==> config.mk <==
export PLATFORM = sky130hd
export DESIGN_NAME = mem_block_copier
export DESIGN_NICKNAME = d
export VERILOG_FILES = /design/src/rtl/mem_block_copier.sv
export SDC_FILE = /design/constraint.sdc
export NUM_CORES = 1
export LEC_CHECK = 0
export CORE_ASPECT_RATIO = 0.9
export CORE_UTILIZATION = 67
export DETAILED_ROUTE_END_ITERATION = 8
export DONT_BUFFER_PORTS = 1
export HOLD_SLACK_MARGIN = 0.06
export PLACE_DENSITY = 0.82
export RECOVER_POWER = 100
export SLEW_MARGIN = 10
export SYNTH_ARGS = -nofsm -noshare
export SYNTH_HDL_FRONTEND = slang
export SYNTH_SLANG_ARGS = --single-unit
==> constraint.sdc <==
create_clock -name CLK -period 8.4 [get_ports CLK]
set_clock_uncertainty 0.1 [all_clocks]
set_input_delay 0.42 -clock CLK [delete_from_list [all_inputs] [get_ports CLK]]
set_output_delay 0.42 -clock CLK [all_outputs]
set_load 0.02 [all_outputs]
==> src/rtl/mem_block_copier.sv <==
// Block copy / fill engine on a tagged, fixed-latency 64-bit word memory port.
// Copies run as bursts of up to four reads buffered by tag, then the same number of writes.
module mem_block_copier #(
  parameter int TagWidth = 21
) (
  input  logic                CLK,
  input  logic                RESET,
  input  logic                START,
  input  logic                FILL,
  input  logic [16:0]         SRC,
  input  logic [16:0]         DST,
  input  logic [16:0]         LEN,
  input  logic [63:0]         PATTERN,
  output logic                BUSY,
  output logic                DONE,
  output logic                ACT,
  output logic                CMD,
  output logic [16:0]         ADDR,
  output logic [7:0]          BE,
  output logic [63:0]         DO,
  output logic [TagWidth-1:0] TO,
  input  logic                DRDY,
  input  logic [63:0]         DI,
  input  logic [TagWidth-1:0] TI
);

  localparam logic [2:0] S_IDLE  = 3'd0;
  localparam logic [2:0] S_READ  = 3'd1;
  localparam logic [2:0] S_WAIT  = 3'd2;
  localparam logic [2:0] S_WRITE = 3'd3;
  localparam logic [2:0] S_FILLW = 3'd4;
  localparam logic [2:0] S_FIN   = 3'd5;

  logic [2:0]  state;
  logic [16:0] src_ptr;
  logic [16:0] dst_ptr;
  logic [16:0] remaining;
  logic [2:0]  burst;
  logic [2:0]  idx;
  logic [63:0] pattern;
  logic [63:0] buffer [4];

  logic        capture;
  logic [1:0]  wr_slot;
  logic [63:0] wr_data;
  logic        unused_ti;

  assign unused_ti = ^TI;
  assign capture   = DRDY && (state == S_READ || state == S_WAIT);

  function automatic logic [2:0] burst_len(input logic [16:0] words);
    return (words > 17'd4) ? 3'd4 : words[2:0];
  endfunction

  // Outputs are registered, so the first write of a burst is launched in the
  // same edge that captures the last read; forward DI when its tag matches.
  always_comb begin
    wr_slot = (state == S_WAIT) ? 2'd0 : idx[1:0];
    wr_data = buffer[wr_slot];
    if (capture && TI[1:0] == wr_slot) wr_data = DI;
  end

  always_ff @(posedge CLK) begin
    if (RESET) begin
      state     <= S_IDLE;
      BUSY      <= 1'b0;
      DONE      <= 1'b0;
      ACT       <= 1'b0;
      CMD       <= 1'b0;
      ADDR      <= '0;
      BE        <= '1;
      DO        <= '0;
      TO        <= '0;
      src_ptr   <= '0;
      dst_ptr   <= '0;
      remaining <= '0;
      burst     <= '0;
      idx       <= '0;
      pattern   <= '0;
      for (int unsigned i = 0; i < 4; i++) buffer[i] <= '0;
    end else begin
      ACT  <= 1'b0;
      CMD  <= 1'b0;
      ADDR <= '0;
      BE   <= '1;
      DO   <= '0;
      TO   <= '0;
      DONE <= 1'b0;
      if (capture) buffer[TI[1:0]] <= DI;

      case (state)
        S_IDLE: begin
          if (START) begin
            pattern <= PATTERN;
            dst_ptr <= DST;
            src_ptr <= SRC;
            if (LEN == '0) begin
              state <= S_FIN;
              DONE  <= 1'b1;
            end else if (FILL) begin
              state     <= S_FILLW;
              BUSY      <= 1'b1;
              ACT       <= 1'b1;
              BE        <= '0;
              ADDR      <= DST;
              DO        <= PATTERN;
              dst_ptr   <= DST + 17'd1;
              remaining <= LEN - 17'd1;
            end else begin
              state     <= S_READ;
              BUSY      <= 1'b1;
              ACT       <= 1'b1;
              CMD       <= 1'b1;
              ADDR      <= SRC;
              src_ptr   <= SRC + 17'd1;
              burst     <= burst_len(LEN);
              remaining <= LEN - 17'(burst_len(LEN));
              idx       <= 3'd1;
            end
          end
        end

        S_READ: begin
          if (idx == burst) begin
            state <= S_WAIT;
          end else begin
            ACT     <= 1'b1;
            CMD     <= 1'b1;
            ADDR    <= src_ptr;
            TO      <= TagWidth'(idx[1:0]);
            src_ptr <= src_ptr + 17'd1;
            idx     <= idx + 3'd1;
          end
        end

        S_WAIT: begin
          state   <= S_WRITE;
          ACT     <= 1'b1;
          BE      <= '0;
          ADDR    <= dst_ptr;
          DO      <= wr_data;
          dst_ptr <= dst_ptr + 17'd1;
          idx     <= 3'd1;
        end

        S_WRITE: begin
          if (idx != burst) begin
            ACT     <= 1'b1;
            BE      <= '0;
            ADDR    <= dst_ptr;
            DO      <= wr_data;
            dst_ptr <= dst_ptr + 17'd1;
            idx     <= idx + 3'd1;
          end else if (remaining != '0) begin
            state     <= S_READ;
            ACT       <= 1'b1;
            CMD       <= 1'b1;
            ADDR      <= src_ptr;
            src_ptr   <= src_ptr + 17'd1;
            burst     <= burst_len(remaining);
            remaining <= remaining - 17'(burst_len(remaining));
            idx       <= 3'd1;
          end else begin
            state <= S_FIN;
            BUSY  <= 1'b0;
            DONE  <= 1'b1;
          end
        end

        S_FILLW: begin
          if (remaining == '0) begin
            state <= S_FIN;
            BUSY  <= 1'b0;
            DONE  <= 1'b1;
          end else begin
            ACT       <= 1'b1;
            BE        <= '0;
            ADDR      <= dst_ptr;
            DO        <= pattern;
            dst_ptr   <= dst_ptr + 17'd1;
            remaining <= remaining - 17'd1;
          end
        end

        S_FIN: begin
          state <= S_IDLE;
          BUSY  <= 1'b0;
        end

        default: begin
          state <= S_IDLE;
          BUSY  <= 1'b0;
        end
      endcase
    end
  end

endmodule

# Word-level counts from Yosys, hierarchy flattened
# Memory sizes are Yosys's and may differ from the RTL's.
# Cells that the tools add are included.
# word_totals
ff_bits	238
ram_bits	256
input_bits	205
output_inout_bits	114
wordCells	170
mem_count	1
# memory_table
name	depth	word_bits	read_ports	rd_ports_with_merged_regs	write_ports	line	rtl
buffer	4	64	1	0	4	41	logic [63:0] buffer [4];
# op_classes
n_addsub	9
order_cmp	2
n_eq_ne	19
n_mux	97
bitwise_logic	2
reduce_logical	24
# op_table
cell	n
64-bit two-way mux	7
17-bit two-way mux	24
64-bit one-hot mux with 4 select lines	1
17-bit one-hot mux with 3 select lines	2
17-bit one-hot mux with 5 select lines	1
17-bit by 1-bit adder with 17-bit output, second input constant	4
17-bit one-hot mux with 4 select lines	1
64-bit OR reduction	1
3-bit two-way mux	20
8-bit two-way mux	5
17-bit by 3-bit greater-than comparator with 1-bit output, second input constant	2
17-bit logical NOT	2
17-bit by 1-bit subtractor with 17-bit output, second input constant	2
17-bit by 3-bit subtractor with 17-bit output	2
8-bit one-hot mux with 4 select lines	1
1-bit two-way mux	26
6-bit AND reduction	4
2-bit != test, second input constant	10
17-bit nonzero test	1
3-bit one-hot mux with 5 select lines	1
3-bit one-hot mux with 4 select lines	1
4-bit AND reduction	2
4-bit nonzero test	2
3-bit by 2-bit == test with 1-bit output, second input constant	2
other kinds (23)	29

# Depth between registers and ports, before layout
# logic_depth
depth_word	8
ltp_mapped	12
mapped_depth_nobuf	12

# Worst setup path after synthesis
# Ideal clock, no wire load.
# synth_timing
kind	input -> register
start	input RESET
end	memory buffer[3][0], enable pin
setup_ns	0.688
t_arrival_ns	2.352
required_ns	7.612
setup_slack_ns	5.261
cell_stages	5
cell_sequence	clkbuf_1 inv_1 clkbuf_1 clkbuf_1 nand2_1
# synth_rtl
element	line	rtl
start, declared	7	input logic RESET,
end, declared	41	

# Final worst setup path
# layout_timing
start	register idx[1]
end	register DO[25]
# layout_between
elab_chain_cells	6
word_cells_on_any_way	8
# layout_lines
element	line	rtl
start, declared	39	logic [2:0] idx;
start signal, assigned	132	idx <= idx + 3'd1;
start signal, assigned	153	idx <= idx + 3'd1;
parallel branches: the longest is 5 deep, another holds memory read 4 x 64 bit	-	
64-bit one-hot mux with 4 select lines *	91	case (state)
end signal, assigned	141	DO <= wr_data;
end signal, assigned	151	DO <= wr_data;
end signal, assigned	179	DO <= pattern;
end, declared	20	output logic [63:0] DO,
# Mark *: on every way between the ends.
# A chain may end at the register's enable or synchronous reset.

==> results.cfg <==
[run_status]
status = finished with violations
violations = capacitance limit, slew limit

[sta]
rsz0062_at_grt = false
clock.fmax_mhz = 155.5
slew_viol_final = 282
slew-limit-headroom = -1.577
hold_viol = 0
min_period_over_period = 0.7654
period_minus_slack_ns = 6.430
finalSetupViolCount = 0
tightest_slew_ns = 3.856
finalSetupTns_ns = 0

[synthesis]
synth-async-reset-ratio = 0
syn-cell-area_um2 = 24000
ys.flop_type = edfxtp_1
yosys_warnings = 0
synth-seq-cells = 468
synth.distinct_cells = 87
seq_area_frac_synth = 0.4972
synth_edf_count = 256
syn_avg_cell_area_um2 = 9.962
netlist_instances = 2409

[clocking]
cts_tree = done
clockRootBuffer = clkbuf_16
cts_max_level = 2
cts.path.max_buffers = 3
clk_pin_slew_ns = 0.06
clock_latency_ns = 0.58
cts_resized = 0
holdBufCountCts = 161
postCtsSetupRepairBufs = 0
numCtsBuffers = 47
clkSinkCount = 468

[critical_path]
worstSetupPathType = flop to flop
rr_endpoint = DO[25]
critPathArrivalTime_ns = 6.72
ff2ff_path_depth = 8
rrSetupSlack_ns = 1.97
critPathCaptureType = flop
start_kind = flop
cp.required_ns = 8.69
r2r-start = idx[1]
crit_path_max_fanout = 84

[worst_hold_path]
worst_hold_path.num_cells = 3
worstHoldStart = LEN[10]
hp-class = input port to flop
min_to = remaining[11]

[floorplanning]
die_width_um = 201.5
ios = 319
rows = 65
die_h_um = 181.6
core_area_um2 = 35130
die_area_um2 = 36580
start_util = 0.6831

[cells_and_area]
drive_gt1_frac = 0.08097
mostFrequentLayoutCell = edfxtp_1
layout.nets = 2645
final_cell_mix = edfxtp_1, nand2_1, dfxtp_1
area_delta_synth_final_pct = 12.75
utilization = 0.7702

[power]
intPower_mw = 4.906
leakage_nw = 10.06
pwr-share-seq = 0.402
clockPowerShare = 0.267
ir_drop_v = 0.0002259
switchingPower_mw = 3.172
switching_share = 0.3927
power_frac_comb = 0.331
power_density_nw_per_um2 = 298.5

[global_routing]
grt.overflow.total = 0
antenna_found_initial = 5
grt_pass1_vias = 20509
grt_max_degree = 121
grt_use_total = 0.3878
grt_pass1_wl_mm = 111.8

[drt]
drc = 0
vias = 20701
wl_mm = 72.34
firstDrtPassIters = 6
via_per_inst = 7.029
drtAntennaViolNets = 0
drt_iter0_markers = 2599
wl_per_cell_um = 24.56

[placement]
gp_congestion = 0.9783
dp_hpwl_mm = 39.50
portBuffers = 0

[flow_run]
maxCapViolCount = 6
routing by layer:
layer,vias up,track usage,part of all wire
met2,1361,0.6350,0.47
met4,4,0.1715,0.038
met3,269,0.08363,0.11
met5,-,0,0.00032
li1,9046,-,-
met1,10021,0.4965,0.38
registers in the layout, summed over array words and instances (netlist names):
name	flops
ACT	1
ADDR	17
BE	1
BUSY	1
CMD	1
DO	64
DONE	1
TO	2
buffer	256
burst	3
dst_ptr	17
idx	3
pattern	64
remaining	17
src_ptr	17
state	3
Yosys cell counts, types with 4 or more instances:
| library cell | instances | area (um2) |
|---|---|---|
| or3_1 | 8 | 50.05 |
| o2111ai_1 | 5 | 43.79 |
| o211ai_1 | 20 | 150.1 |
| nand2b_1 | 7 | 43.79 |
| inv_1 | 20 | 75.07 |
| nor4_1 | 13 | 81.33 |
| a21oi_1 | 129 | 645.6 |
| and4_1 | 5 | 43.79 |
| and2_1 | 204 | 1276 |
| o31ai_1 | 8 | 60.06 |
| xnor2_1 | 31 | 271.5 |
| and3_1 | 83 | 519.3 |
| o311ai_0 | 6 | 52.55 |
| xor2_1 | 6 | 52.55 |
| mux2i_1 | 82 | 820.8 |
| nor2_1 | 78 | 292.8 |
| buf_4 | 28 | 210.2 |
| nor2b_1 | 73 | 456.7 |
| ha_1 | 7 | 87.58 |
| nand4_1 | 26 | 162.7 |
| nor3_1 | 47 | 235.2 |
| clkbuf_1 | 152 | 570.6 |
| buf_1 | 11 | 41.29 |
| mux2_2 | 65 | 732.0 |
| a32oi_1 | 66 | 578.1 |
| o32ai_1 | 4 | 35.03 |
| dfxtp_1 | 212 | 4244 |
| or2_2 | 9 | 56.30 |
| o22ai_1 | 67 | 419.2 |
| nand2_1 | 212 | 795.8 |
| a221oi_1 | 18 | 157.7 |
| a211oi_1 | 17 | 127.6 |
| a31oi_1 | 79 | 494.2 |
| o21ai_0 | 118 | 590.6 |
| o31a_1 | 4 | 35.03 |
| nand3_1 | 29 | 145.1 |
| edfxtp_1 | 256 | 7687 |
| a22oi_1 | 72 | 540.5 |
| buf_2 | 38 | 190.2 |
| or4_1 | 7 | 52.55 |
| a311oi_1 | 5 | 43.79 |
| o21a_1 | 10 | 75.07 |
worst max-delay path by stage:
stage          startpoint       endpoint  cells past startpoint
2_1_floorplan       RESET   buffer[3][0]                      5
3_3_place_gp     state[0]  buffer[1][36]                      8
3_5_place_dp     state[0]  buffer[1][36]                      8
4_1_cts          state[0]  buffer[1][21]                      8
5_1_grt            idx[1]         DO[25]                      8
6_report           idx[1]         DO[25]                      8
through the flow:
step | instances | hold slack, ns | instance area (um2) | worst slack (ns) | power (mW)
2_1_floorplan | 2427 | 0.3360 | 24070 | 5.261 | 5.055
3_3_place_gp | 2689 | 0.3361 | 23900 | 3.805 | 5.631
3_5_place_dp | 2689 | 0.3413 | 23900 | 3.774 | 5.723
4_1_cts | 2938 | 0.06091 | 27120 | 3.749 | 7.951
5_1_grt | 2940 | 0.08089 | 27050 | 1.772 | 8.380
6_report | 2945 | 0.06594 | 27060 | 1.970 | 8.078
power by group through the flow:
stage | clock (mW) | combinational [mW] | sequential, mW
floorplan | 0 | 1.95 | 3.11
CTS | 2.15 | 2.57 | 3.22
detailed placement | 0 | 2.45 | 3.27
finish | 2.16 | 2.67 | 3.25
global route | 2.25 | 2.85 | 3.28
global placement | 0 | 2.39 | 3.24
cell type report:
cell class / instances / area, um2
Sequential cell: 468 / 11930
Multi-Input combinational cell: 1710 / 11060
Fill cell: 2315 / 8075
Timing Repair Buffer: 184 / 1807
Clock buffer: 70 / 1399
Tap cell: 469 / 586.8
Clock inverter: 18 / 186.4
Inverter: 20 / 75.07
Antenna cell: 6 / 15.01
critical path, cell delays in order (launching register included):
cell      delay [ns]
dfxtp_1         1.59
buf_4           0.91
xnor2_1         0.15
a31oi_1         0.21
o32ai_1         0.11
nand2_1         1.21
clkbuf_2        1.33
mux2i_1         0.36
o22ai_1         0.17
cells by family after synthesis:
| kind of cell | after synthesis | share of synthesized area |
|---|---|---|
| multiplexers | 147 | 0.06470 |
| buffers and inverters | 249 | 0.04531 |
| AO/OA/AOI/OAI | 669 | 0.1857 |
| adder cells (fa/ha/maj) | 10 | 0.005735 |
| flip-flops | 468 | 0.4972 |
| XOR/XNOR | 37 | 0.01350 |
| other | 1 | 0.0001563 |
| AND/OR/NAND/NOR | 828 | 0.1877 |
No activity file was read; power rests on OpenSTA's default activity.
